$ cat src/rtl/lcd_nibble_writer_if.sv
// Request channel between the LCD instruction path and the nibble writer.
// valid/ready: a byte transfers on a rising edge where iValid && oReady; iRS/iData must be stable on that edge.
interface lcd_nibble_writer_if;
  logic       iValid;
  logic       iRS;
  logic [7:0] iData;
  logic       oReady;
  logic       oInitDone;
  logic [3:0] dbg_state;

  modport master (output iValid, iRS, iData, input oReady, oInitDone, dbg_state);
  modport slave  (input iValid, iRS, iData, output oReady, oInitDone, dbg_state);
endinterface

$ cat src/rtl/lcd_nibble_writer.sv
// HD44780 4-bit write engine: runs the power-on init sequence, then serialises
// one requested byte at a time into two timed LCD_E nibble strobes.
module lcd_nibble_writer #(
   parameter int T_POWERON = 750000,
   parameter int T_4100US  = 205000,
   parameter int T_100US   = 5000,
   parameter int T_40US    = 2000,
   parameter int T_1640US  = 82000,
   parameter int T_SETUP   = 2,
   parameter int T_EPULSE  = 12,
   parameter int T_HOLD    = 2,
   parameter int T_NIBGAP  = 50,
   parameter int CNT_W     = 20
) (
   input  logic       Clock,
   input  logic       Reset,
   lcd_nibble_writer_if.slave bus,
   output logic       LCD_E,
   output logic       LCD_RS,
   output logic       LCD_RW,
   output logic [3:0] SF_DATA
);

   localparam logic [3:0] S_POWER_WAIT = 4'd0;
   localparam logic [3:0] S_INIT_NIB   = 4'd1;
   localparam logic [3:0] S_INIT_WAIT  = 4'd2;
   localparam logic [3:0] S_CFG        = 4'd3;
   localparam logic [3:0] S_IDLE       = 4'd4;
   localparam logic [3:0] S_NIB_SETUP  = 4'd5;
   localparam logic [3:0] S_NIB_E      = 4'd6;
   localparam logic [3:0] S_NIB_HOLD   = 4'd7;
   localparam logic [3:0] S_NIB_GAP    = 4'd8;
   localparam logic [3:0] S_BYTE_WAIT  = 4'd9;

   localparam logic [CNT_W-1:0] C_POWER = CNT_W'(T_POWERON - 1);
   localparam logic [CNT_W-1:0] C_4100  = CNT_W'(T_4100US - 1);
   localparam logic [CNT_W-1:0] C_100   = CNT_W'(T_100US - 1);
   localparam logic [CNT_W-1:0] C_40    = CNT_W'(T_40US - 1);
   localparam logic [CNT_W-1:0] C_1640  = CNT_W'(T_1640US - 1);
   localparam logic [CNT_W-1:0] C_SETUP = CNT_W'(T_SETUP - 1);
   localparam logic [CNT_W-1:0] C_E     = CNT_W'(T_EPULSE - 1);
   localparam logic [CNT_W-1:0] C_HOLD  = CNT_W'(T_HOLD - 1);
   localparam logic [CNT_W-1:0] C_GAP   = CNT_W'(T_NIBGAP - 1);

   logic [3:0]       state_q, state_d;
   logic [CNT_W-1:0] cnt_q, cnt_d;
   logic [7:0]       byte_q, byte_d;
   logic             rs_byte_q, rs_byte_d;
   logic             phase_q, phase_d;
   logic             init_mode_q, init_mode_d;
   logic             cfg_mode_q, cfg_mode_d;
   logic [1:0]       init_idx_q, init_idx_d;
   logic [1:0]       cfg_idx_q, cfg_idx_d;
   logic             ready_q, ready_d;
   logic             init_done_q, init_done_d;
   logic             e_q, e_d;
   logic             rs_q, rs_d;
   logic [3:0]       sf_q, sf_d;

   logic             accept;
   logic             cnt_zero;
   logic             long_wait;
   logic [3:0]       cur_nib;
   logic             cur_rs;
   logic [7:0]       cfg_byte;
   logic [CNT_W-1:0] init_wait;

   always_comb begin
      cur_nib   = init_mode_q ? ((init_idx_q == 2'd3) ? 4'h2 : 4'h3)
                              : (phase_q ? byte_q[3:0] : byte_q[7:4]);
      cur_rs    = init_mode_q ? 1'b0 : rs_byte_q;
      long_wait = !rs_byte_q && ((byte_q == 8'h01) || (byte_q == 8'h02));
      unique case (cfg_idx_q)
         2'd0:    cfg_byte = 8'h28;
         2'd1:    cfg_byte = 8'h06;
         2'd2:    cfg_byte = 8'h0C;
         default: cfg_byte = 8'h01;
      endcase
      unique case (init_idx_q)
         2'd0:    init_wait = C_4100;
         2'd1:    init_wait = C_100;
         default: init_wait = C_40;
      endcase
   end

   // Pin outputs are registered one cycle behind the FSM, so every pin change
   // lands on the edge after the state that asks for it.
   always_comb begin
      accept      = bus.iValid && ready_q;
      cnt_zero    = (cnt_q == '0);
      ready_d     = (state_q == S_IDLE) && !accept;
      init_done_d = init_done_q || ready_d;
      e_d         = (state_q == S_NIB_E);
      sf_d        = (state_q == S_NIB_SETUP) ? cur_nib : sf_q;
      rs_d        = (state_q == S_NIB_SETUP) ? cur_rs : rs_q;
      state_d     = state_q;
      cnt_d       = cnt_zero ? cnt_q : cnt_q - 1'b1;
      byte_d      = byte_q;
      rs_byte_d   = rs_byte_q;
      phase_d     = phase_q;
      init_mode_d = init_mode_q;
      cfg_mode_d  = cfg_mode_q;
      init_idx_d  = init_idx_q;
      cfg_idx_d   = cfg_idx_q;

      unique case (state_q)
         S_POWER_WAIT: begin
            // Counts up from the cleared value so reset alone starts the power-on wait.
            if (cnt_q == C_POWER) begin
               state_d = S_INIT_NIB;
               cnt_d   = '0;
            end else begin
               cnt_d = cnt_q + 1'b1;
            end
         end
         S_INIT_NIB: begin
            init_mode_d = 1'b1;
            state_d     = S_NIB_SETUP;
            cnt_d       = C_SETUP;
         end
         S_NIB_SETUP: if (cnt_zero) begin
            state_d = S_NIB_E;
            cnt_d   = C_E;
         end
         S_NIB_E: if (cnt_zero) begin
            state_d = S_NIB_HOLD;
            cnt_d   = C_HOLD;
         end
         S_NIB_HOLD: if (cnt_zero) begin
            if (init_mode_q) begin
               state_d = S_INIT_WAIT;
               cnt_d   = init_wait;
            end else if (!phase_q) begin
               state_d = S_NIB_GAP;
               cnt_d   = C_GAP;
            end else begin
               state_d = S_BYTE_WAIT;
               cnt_d   = long_wait ? C_1640 : C_40;
            end
         end
         S_NIB_GAP: if (cnt_zero) begin
            phase_d = 1'b1;
            state_d = S_NIB_SETUP;
            cnt_d   = C_SETUP;
         end
         S_INIT_WAIT: if (cnt_zero) begin
            init_mode_d = 1'b0;
            if (init_idx_q == 2'd3) begin
               state_d = S_CFG;
            end else begin
               init_idx_d = init_idx_q + 2'd1;
               state_d    = S_INIT_NIB;
            end
         end
         S_CFG: begin
            byte_d     = cfg_byte;
            rs_byte_d  = 1'b0;
            phase_d    = 1'b0;
            cfg_mode_d = 1'b1;
            state_d    = S_NIB_SETUP;
            cnt_d      = C_SETUP;
         end
         S_BYTE_WAIT: if (cnt_zero) begin
            if (cfg_mode_q && (cfg_idx_q != 2'd3)) begin
               cfg_idx_d = cfg_idx_q + 2'd1;
               state_d   = S_CFG;
            end else begin
               cfg_mode_d = 1'b0;
               state_d    = S_IDLE;
            end
         end
         S_IDLE: if (accept) begin
            byte_d    = bus.iData;
            rs_byte_d = bus.iRS;
            phase_d   = 1'b0;
            state_d   = S_NIB_SETUP;
            cnt_d     = C_SETUP;
         end
         default: begin
            state_d = S_POWER_WAIT;
            cnt_d   = '0;
         end
      endcase
   end

   always_ff @(posedge Clock or negedge Reset) begin
      if (!Reset) begin
         state_q     <= S_POWER_WAIT;
         cnt_q       <= '0;
         byte_q      <= '0;
         rs_byte_q   <= 1'b0;
         phase_q     <= 1'b0;
         init_mode_q <= 1'b0;
         cfg_mode_q  <= 1'b0;
         init_idx_q  <= '0;
         cfg_idx_q   <= '0;
         ready_q     <= 1'b0;
         init_done_q <= 1'b0;
         e_q         <= 1'b0;
         rs_q        <= 1'b0;
         sf_q        <= '0;
      end else begin
         state_q     <= state_d;
         cnt_q       <= cnt_d;
         byte_q      <= byte_d;
         rs_byte_q   <= rs_byte_d;
         phase_q     <= phase_d;
         init_mode_q <= init_mode_d;
         cfg_mode_q  <= cfg_mode_d;
         init_idx_q  <= init_idx_d;
         cfg_idx_q   <= cfg_idx_d;
         ready_q     <= ready_d;
         init_done_q <= init_done_d;
         e_q         <= e_d;
         rs_q        <= rs_d;
         sf_q        <= sf_d;
      end
   end

   assign bus.oReady    = ready_q;
   assign bus.oInitDone = init_done_q;
   assign bus.dbg_state = state_q;
   assign LCD_E         = e_q;
   assign LCD_RS        = rs_q;
   assign LCD_RW        = 1'b0;
   assign SF_DATA       = sf_q;

endmodule

$ cat src/flat_wrapper.sv
// flat-port wrapper written by rule: the top's interface ports become plain ports
module lcd_nibble_writer_flat 
#(
   parameter int T_POWERON = 750000,
   parameter int T_4100US  = 205000,
   parameter int T_100US   = 5000,
   parameter int T_40US    = 2000,
   parameter int T_1640US  = 82000,
   parameter int T_SETUP   = 2,
   parameter int T_EPULSE  = 12,
   parameter int T_HOLD    = 2,
   parameter int T_NIBGAP  = 50,
   parameter int CNT_W     = 20
)
  (Clock, Reset, LCD_E, LCD_RS, LCD_RW, SF_DATA, bus_iValid, bus_iRS, bus_iData, bus_oReady, bus_oInitDone, bus_dbg_state);
  lcd_nibble_writer_if bus_i ();
  input  logic Clock;
  input  logic Reset;
  output logic LCD_E;
  output logic LCD_RS;
  output logic LCD_RW;
  output logic [3:0] SF_DATA;
  input wire logic [$bits(bus_i.iValid)-1:0] bus_iValid;
  input wire logic [$bits(bus_i.iRS)-1:0] bus_iRS;
  input wire logic [$bits(bus_i.iData)-1:0] bus_iData;
  output wire logic [$bits(bus_i.oReady)-1:0] bus_oReady;
  output wire logic [$bits(bus_i.oInitDone)-1:0] bus_oInitDone;
  output wire logic [$bits(bus_i.dbg_state)-1:0] bus_dbg_state;
  assign bus_i.iValid = bus_iValid;
  assign bus_i.iRS = bus_iRS;
  assign bus_i.iData = bus_iData;
  assign bus_oReady = bus_i.oReady;
  assign bus_oInitDone = bus_i.oInitDone;
  assign bus_dbg_state = bus_i.dbg_state;
  lcd_nibble_writer #(.T_POWERON(T_POWERON), .T_4100US(T_4100US), .T_100US(T_100US), .T_40US(T_40US), .T_1640US(T_1640US), .T_SETUP(T_SETUP), .T_EPULSE(T_EPULSE), .T_HOLD(T_HOLD), .T_NIBGAP(T_NIBGAP), .CNT_W(CNT_W)) u_core (.Clock(Clock), .Reset(Reset), .bus(bus_i), .LCD_E(LCD_E), .LCD_RS(LCD_RS), .LCD_RW(LCD_RW), .SF_DATA(SF_DATA));
endmodule
$ cat config.mk
export PLATFORM = sky130hd
export DESIGN_NAME = lcd_nibble_writer_flat
export DESIGN_NICKNAME = d
export VERILOG_FILES = /design/src/rtl/lcd_nibble_writer_if.sv /design/src/rtl/lcd_nibble_writer.sv /design/src/flat_wrapper.sv
export SDC_FILE = /design/constraint.sdc
export NUM_CORES = 1
export LEC_CHECK = 0
export CAP_MARGIN = 20
export CELL_PAD_IN_SITES_DETAIL_PLACEMENT = 0
export CELL_PAD_IN_SITES_GLOBAL_PLACEMENT = 1
export CORE_ASPECT_RATIO = 0.75
export CORE_UTILIZATION = 30
export DETAILED_ROUTE_END_ITERATION = 6
export GPL_TIMING_DRIVEN = 0
export PLACE_DENSITY = 0.66
export RECOVER_POWER = 25
export SETUP_SLACK_MARGIN = 0.02
export SLEW_MARGIN = 40
export SYNTH_ARGS = -nofsm -noshare
export SYNTH_HDL_FRONTEND = slang
export SYNTH_SLANG_ARGS = --single-unit
$ cat constraint.sdc
create_clock -name Clock -period 4.07 [get_ports Clock]
set_input_delay 1.0175 -clock Clock [delete_from_list [all_inputs] [get_ports Clock]]
set_output_delay 1.0175 -clock Clock [all_outputs]
set_load 0.01 [all_outputs]
# Yosys cells after proc, flatten, opt, wreduce, memory -nomap -nowiden
# Cells that the tools add are included.
op_classes:
  addsub: 4
  eq_ne: 26
  muxes: 41
  bitwise_logic: 1
  reduce_logical: 26
op_table:
  columns: ["cell", "n"]
  rows:
  - ["20-bit two-way mux", 8]
  - ["20-bit one-hot mux with 7 select lines", 1]
  - ["4-bit two-way mux", 11]
  - ["18-bit one-hot mux with 2 select lines", 1]
  - ["4-bit one-hot mux with 9 select lines", 1]
  - ["20-bit by 1-bit adder with 20-bit output (second input constant)", 1]
  - ["20-bit == test (second input constant)", 1]
  - ["20-bit zero test", 1]
  - ["20-bit by 1-bit subtractor with 20-bit output (second input constant)", 1]
  - ["6-bit one-hot mux with 3 select lines", 1]
  - ["17-bit two-way mux", 1]
  - ["4-bit by 3-bit == test with 1-bit output (second input constant)", 4]
  - ["8-bit one-hot mux with 2 select lines", 1]
  - ["2-bit by 1-bit != test with 1-bit output (second input constant)", 7]
  - ["3-bit AND reduction", 4]
  - ["1-bit two-way mux", 9]
  - ["4-bit by 2-bit == test with 1-bit output (second input constant)", 2]
  - ["4-bit == test (second input constant)", 2]
  - ["8-bit by 1-bit == test with 1-bit output (second input constant)", 1]
  - ["8-bit by 2-bit == test with 1-bit output (second input constant)", 1]
  - ["8-bit two-way mux", 1]
  - ["8-bit AND reduction", 1]
  - ["2-bit != test (second input constant)", 3]
  - ["1-bit one-hot mux with 2 select lines", 3]
  - ["other kinds (17)", 31]
totals:
  ff_bits: 48
  in_bits: 12
  out_inout_bits: 13

# Longest topological paths before layout
logic_depth:
  ltp_word: 8
  mapped_depth: 13
  ltp_nobuf: 12

# Worst setup path after synthesis
# No wires, ideal clock.
synth_timing:
  kind: "register to register"
  start: "register u_core.cnt_q[13]"
  end: "register u_core.cnt_q[0]"
  setup_ns: 0.124
  t_arrival_ns: 2.769
  path_slack_ns: 1.177
  path_stages_with_launch: 13
  period_less_slack_ns: 2.893
  path_cell_list: "dfrtp_1 > or4_4 > or3_4 > nor3_4 > inv_2 > buf_2 > ha_1 > inv_1 > o22a_1 > nor2_1 > a31oi_1 > o21ai_0 > a211o_1"
synth_via:
  elab_chain_cells: 4
  elab_cells_between_ends: 9
synth_lines:
  columns: ["element", "line", "rtl"]
  rows:
  - ["start, declared", "lcd_nibble_writer.sv:46", "logic [CNT_W-1:0] cnt_q, cnt_d;"]
  - ["start signal, assigned", "lcd_nibble_writer.sv:204", "cnt_q <= cnt_d;"]
  - ["20-bit zero test", "lcd_nibble_writer.sv:90", "cnt_zero = (cnt_q == '0);"]
  - ["20-bit two-way mux", "lcd_nibble_writer.sv:97", "cnt_d = cnt_zero ? cnt_q : cnt_q - 1'b1;"]
  - ["20-bit two-way mux (on tied branches)", null, null]
  - ["20-bit one-hot mux with 7 select lines (*)", "lcd_nibble_writer.sv:106", "unique case (state_q)"]
  - ["named net u_core.cnt_d[0]", "lcd_nibble_writer.sv:46", null]
# Mark *: on every way through the listed nets, which the timed path passes. The rest lies on a longest branch.
# A chain may end at the register's enable or synchronous reset.

# Worst setup path after layout
layout_timing:
  start: "register u_core.cnt_q[4]"
  end: "register u_core.cnt_q[0]"
# Same word-level chain as after synthesis.

==> flow_metrics.py <==
metrics = {
    "logic_synthesis": {
        "syn_inst": 418,
        "syn_area_um2": 3520,
        "yosys.area.top_type": "dfrtp_1",
        "ys_ff_latch": 48,
        "syn_avg_cell_area_um2": 8.42,
        "synth_cell_type_count": 72,
        "synth_enable_flop_cells": 0,
        "synthArstFlopShare_pct": 100,
        "yosys_warnings": 0,
        "synthMostInstantiatedCell": "dfrtp_1",
        "syn_nets": 444,
        "yosys_most_used_dff": "dfrtp_1",
        "synth_area_leaders": "dfrtp_1, ha_1, a21oi_1",
        "seq_area_frac_synth_pct": 34.1,
        "synthTopCellsByCount": "dfrtp_1, nand2_1, nor2_1",
        "yosysTopAreaCellShare_pct": 34.1,
    },
    "timing": {
        "setup_violations": 0,
        "rsz0062_at_grt": "false",
        "hold_viol": 0,
        "fin_skew_ns": 0.00711,
        "finalCritPeriodShare_pct": 90.2,
        "fmax_mhz": 272,
        "setup_tns_ns": 0,
        "relSlewSlack_pct": 3.63,
        "maxSlewViolCount": 0,
        "worst_pin_slew_ns": 1.45,
        "period_minus_slack_ns": 3.67,
    },
    "clocking": {
        "clock_latency_ns": 0.29,
        "root_buffer": "clkbuf_16",
        "cts_tree": "yes",
        "clockBufferDepth": 2,
        "holdBufCountCts": 0,
        "cts.sinks": 48,
        "clk_pin_slew_ns": 0.07,
        "postCtsSetupBuffers": 0,
        "cts_resized": 0,
        "h-tree-depth": 2,
        "cts_made_buffers": 5,
    },
    "run": {
        "cap_violations": 0,
    },
    "power_and_ir_drop": {
        "power_frac_comb_pct": 2.3,
        "vdd.ir_drop.worst_uv": 166,
        "switchingPower_mw": 0.212,
        "leakagePower_nw": 1.55,
        "netSwitchingFraction_pct": 22.8,
        "seq_power_share_pct": 51.1,
        "power_density_nw_per_um2": 227,
        "p_clk_share_pct": 46.6,
        "p_int_mw": 0.720,
    },
    "grt": {
        "grt.overflow.total": 0,
        "grt_max_degree": 26,
        "antenna_found_initial": 0,
        "grt_pass1_vias": 3017,
        "grt_pass1_wl_um": 17300,
        "track_usage_pct": 18.4,
    },
    "final_layout": {
        "num_antenna_cells": 0,
        "nNetsFinal": 475,
        "area_growth_pct": 16.6,
        "fillers": 1142,
        "drive_gt1_share_pct": 7.56,
        "utilization_pct": 36.7,
    },
    "worst_setup_path": {
        "critical_path_arrival_ns": 3.85,
        "cp_max_fo": 10,
        "r2r-end": "u_core.cnt_q[0]",
        "criticalPathCategory": "reg2reg",
        "start_kind": "flip-flop",
        "r2r_setup_slack_ns": 0.40,
        "required_ns": 4.25,
        "r2r-start": "u_core.cnt_q[4]",
        "rr_worst_depth": 13,
        "worst_setup_path_end_kind": "flip-flop",
    },
    "routing": {
        "wirelength_um": 10700,
        "drtPass1Iterations": 5,
        "vias": 3322,
        "drtIter0Drc": 374,
        "drt-wirelength-per-cell_um": 17.7,
        "via_per_inst": 5.47,
        "ant_nets": 0,
        "drc": 0,
    },
    "die": {
        "coreArea_um2": 11200,
        "dieArea_um2": 12200,
        "num_rows": 33,
        "initial_core_util_pct": 31.4,
        "die_x_um": 127,
        "pin_count": 25,
        "die_h_um": 95.8,
    },
    "worst_hold_path": {
        "hold_class": "reg2reg",
        "holdPathStages": 1,
        "min_to": "u_core.bus.oInitDone",
        "hold_path.startpoint": "u_core.bus.oInitDone",
    },
    "run_status": {
        "status": "complete, no violations",
    },
    "placed_design": {
        "io_buffers": 23,
        "gp_congestion": 0.892,
        "dp_hpwl_um": 7990,
    },
}
-- flip-flops by register name, summed over array words and instances (netlist names) --
signal and cells:
u_core.byte_q 8, u_core.cfg_mode_q 1, u_core.bus.oInitDone 1, u_core.LCD_RS 1, u_core.LCD_E 1, u_core.bus.oReady 1, u_core.phase_q 1, u_core.rs_byte_q 1
u_core.cfg_idx_q 2, u_core.bus.dbg_state 4, u_core.init_mode_q 1, u_core.cnt_q 20, u_core.init_idx_q 2, u_core.SF_DATA 4
-- worst max-delay path, stage by stage, from the launching register on --
cell	delay, ns
dfrtp_1	0.35
buf_2	0.19
nor4_2	0.54
nand3_1	0.46
nor3_4	0.52
inv_2	0.18
buf_2	0.26
ha_1	0.36
inv_1	0.07
o22a_1	0.13
nor2_1	0.04
a31oi_1	0.14
o21ai_0	0.09
a211o_1	0.23
-- cell type report --
cell class                 instances  area (um^2)  area share [%]
clock inverter                     3         26.3           0.640
multi-input combinational        322         2130            51.8
sequential                        48         1200            29.3
timing repair buffer              24          228            5.55
tap                              157          196            4.79
inverter                          17         63.8            1.55
buffer                            31          136            3.32
clock buffer                       5          125            3.05
-- cell usage in the layout, fill, tap and decap left out, drive strengths merged, types with 14 or more instances in the layout --
cell type      netlist  layout
dfrtp               48      48
nand2               35      35
nor2                34      34
clkbuf              24      31
a21oi               28      28
o21ai               23      23
clkdlybuf4s50        0      22
inv                 17      19
nand3               17      17
ha                  14      14
-- routing by layer --
layer | GRT usage [%] | wire, um
met2 | 24.6 | 4210
met5 | 0 | 0
met3 | 2.95 | 665
met4 | 3.27 | 55
met1 | 30.1 | 5810
-- per-stage QoR --
stage / worst slack, ns / power, mW / std cells / cell area, um^2 / hold WS [ns]
finish: 0.398 / 0.932 / 607 / 4100 / 0.468
global route: 0.137 / 0.972 / 607 / 4100 / 0.508
CTS: 0.427 / 0.948 / 607 / 4120 / 0.476
detailed placement: 0.433 / 0.511 / 599 / 3970 / 0.458
global placement: 0.423 / 0.509 / 598 / 3950 / 0.452
floorplan: 1.18 / 0.487 / 418 / 3520 / 0.500
-- how the worst max path moves through the flow --
stage | endpoint | cells past startpoint | from | slack [ns]
global placement | u_core.cnt_q[0] | 13 | u_core.cnt_q[4] | 0.42
CTS | u_core.cnt_q[0] | 13 | u_core.cnt_q[4] | 0.43
detailed placement | u_core.cnt_q[0] | 13 | u_core.cnt_q[4] | 0.43
global route | u_core.cnt_q[0] | 13 | u_core.cnt_q[4] | 0.14
floorplan | u_core.cnt_q[0] | 12 | u_core.cnt_q[13] | 1.18
finish | u_core.cnt_q[0] | 13 | u_core.cnt_q[4] | 0.40
-- power groups by stage --
stage | clock network, mW | logic [mW] | registers, mW
2_1_floorplan | 0 | 0.00127 | 0.486
3_5_place_dp | 0 | 0.0249 | 0.486
3_3_place_gp | 0 | 0.0226 | 0.486
5_1_grt | 0.471 | 0.0246 | 0.476
4_1_cts | 0.447 | 0.0250 | 0.476
6_report | 0.434 | 0.0217 | 0.476
-- cell families (layout without fill, tap and decap cells) --
logic type / after synthesis / in the layout / share of synthesized area [%]
mux: 11 / 11 / 3.24
simple gates: 172 / 172 / 26.4
other cells: 1 / 1 / 0.107
flops: 48 / 48 / 34.1
fa+ha+maj: 14 / 14 / 4.98
compound gates: 112 / 112 / 22.5
xor+xnor: 12 / 12 / 2.99
buf+inv: 48 / 80 / 5.69
Note: power is estimated with default switching activity, not from simulation.
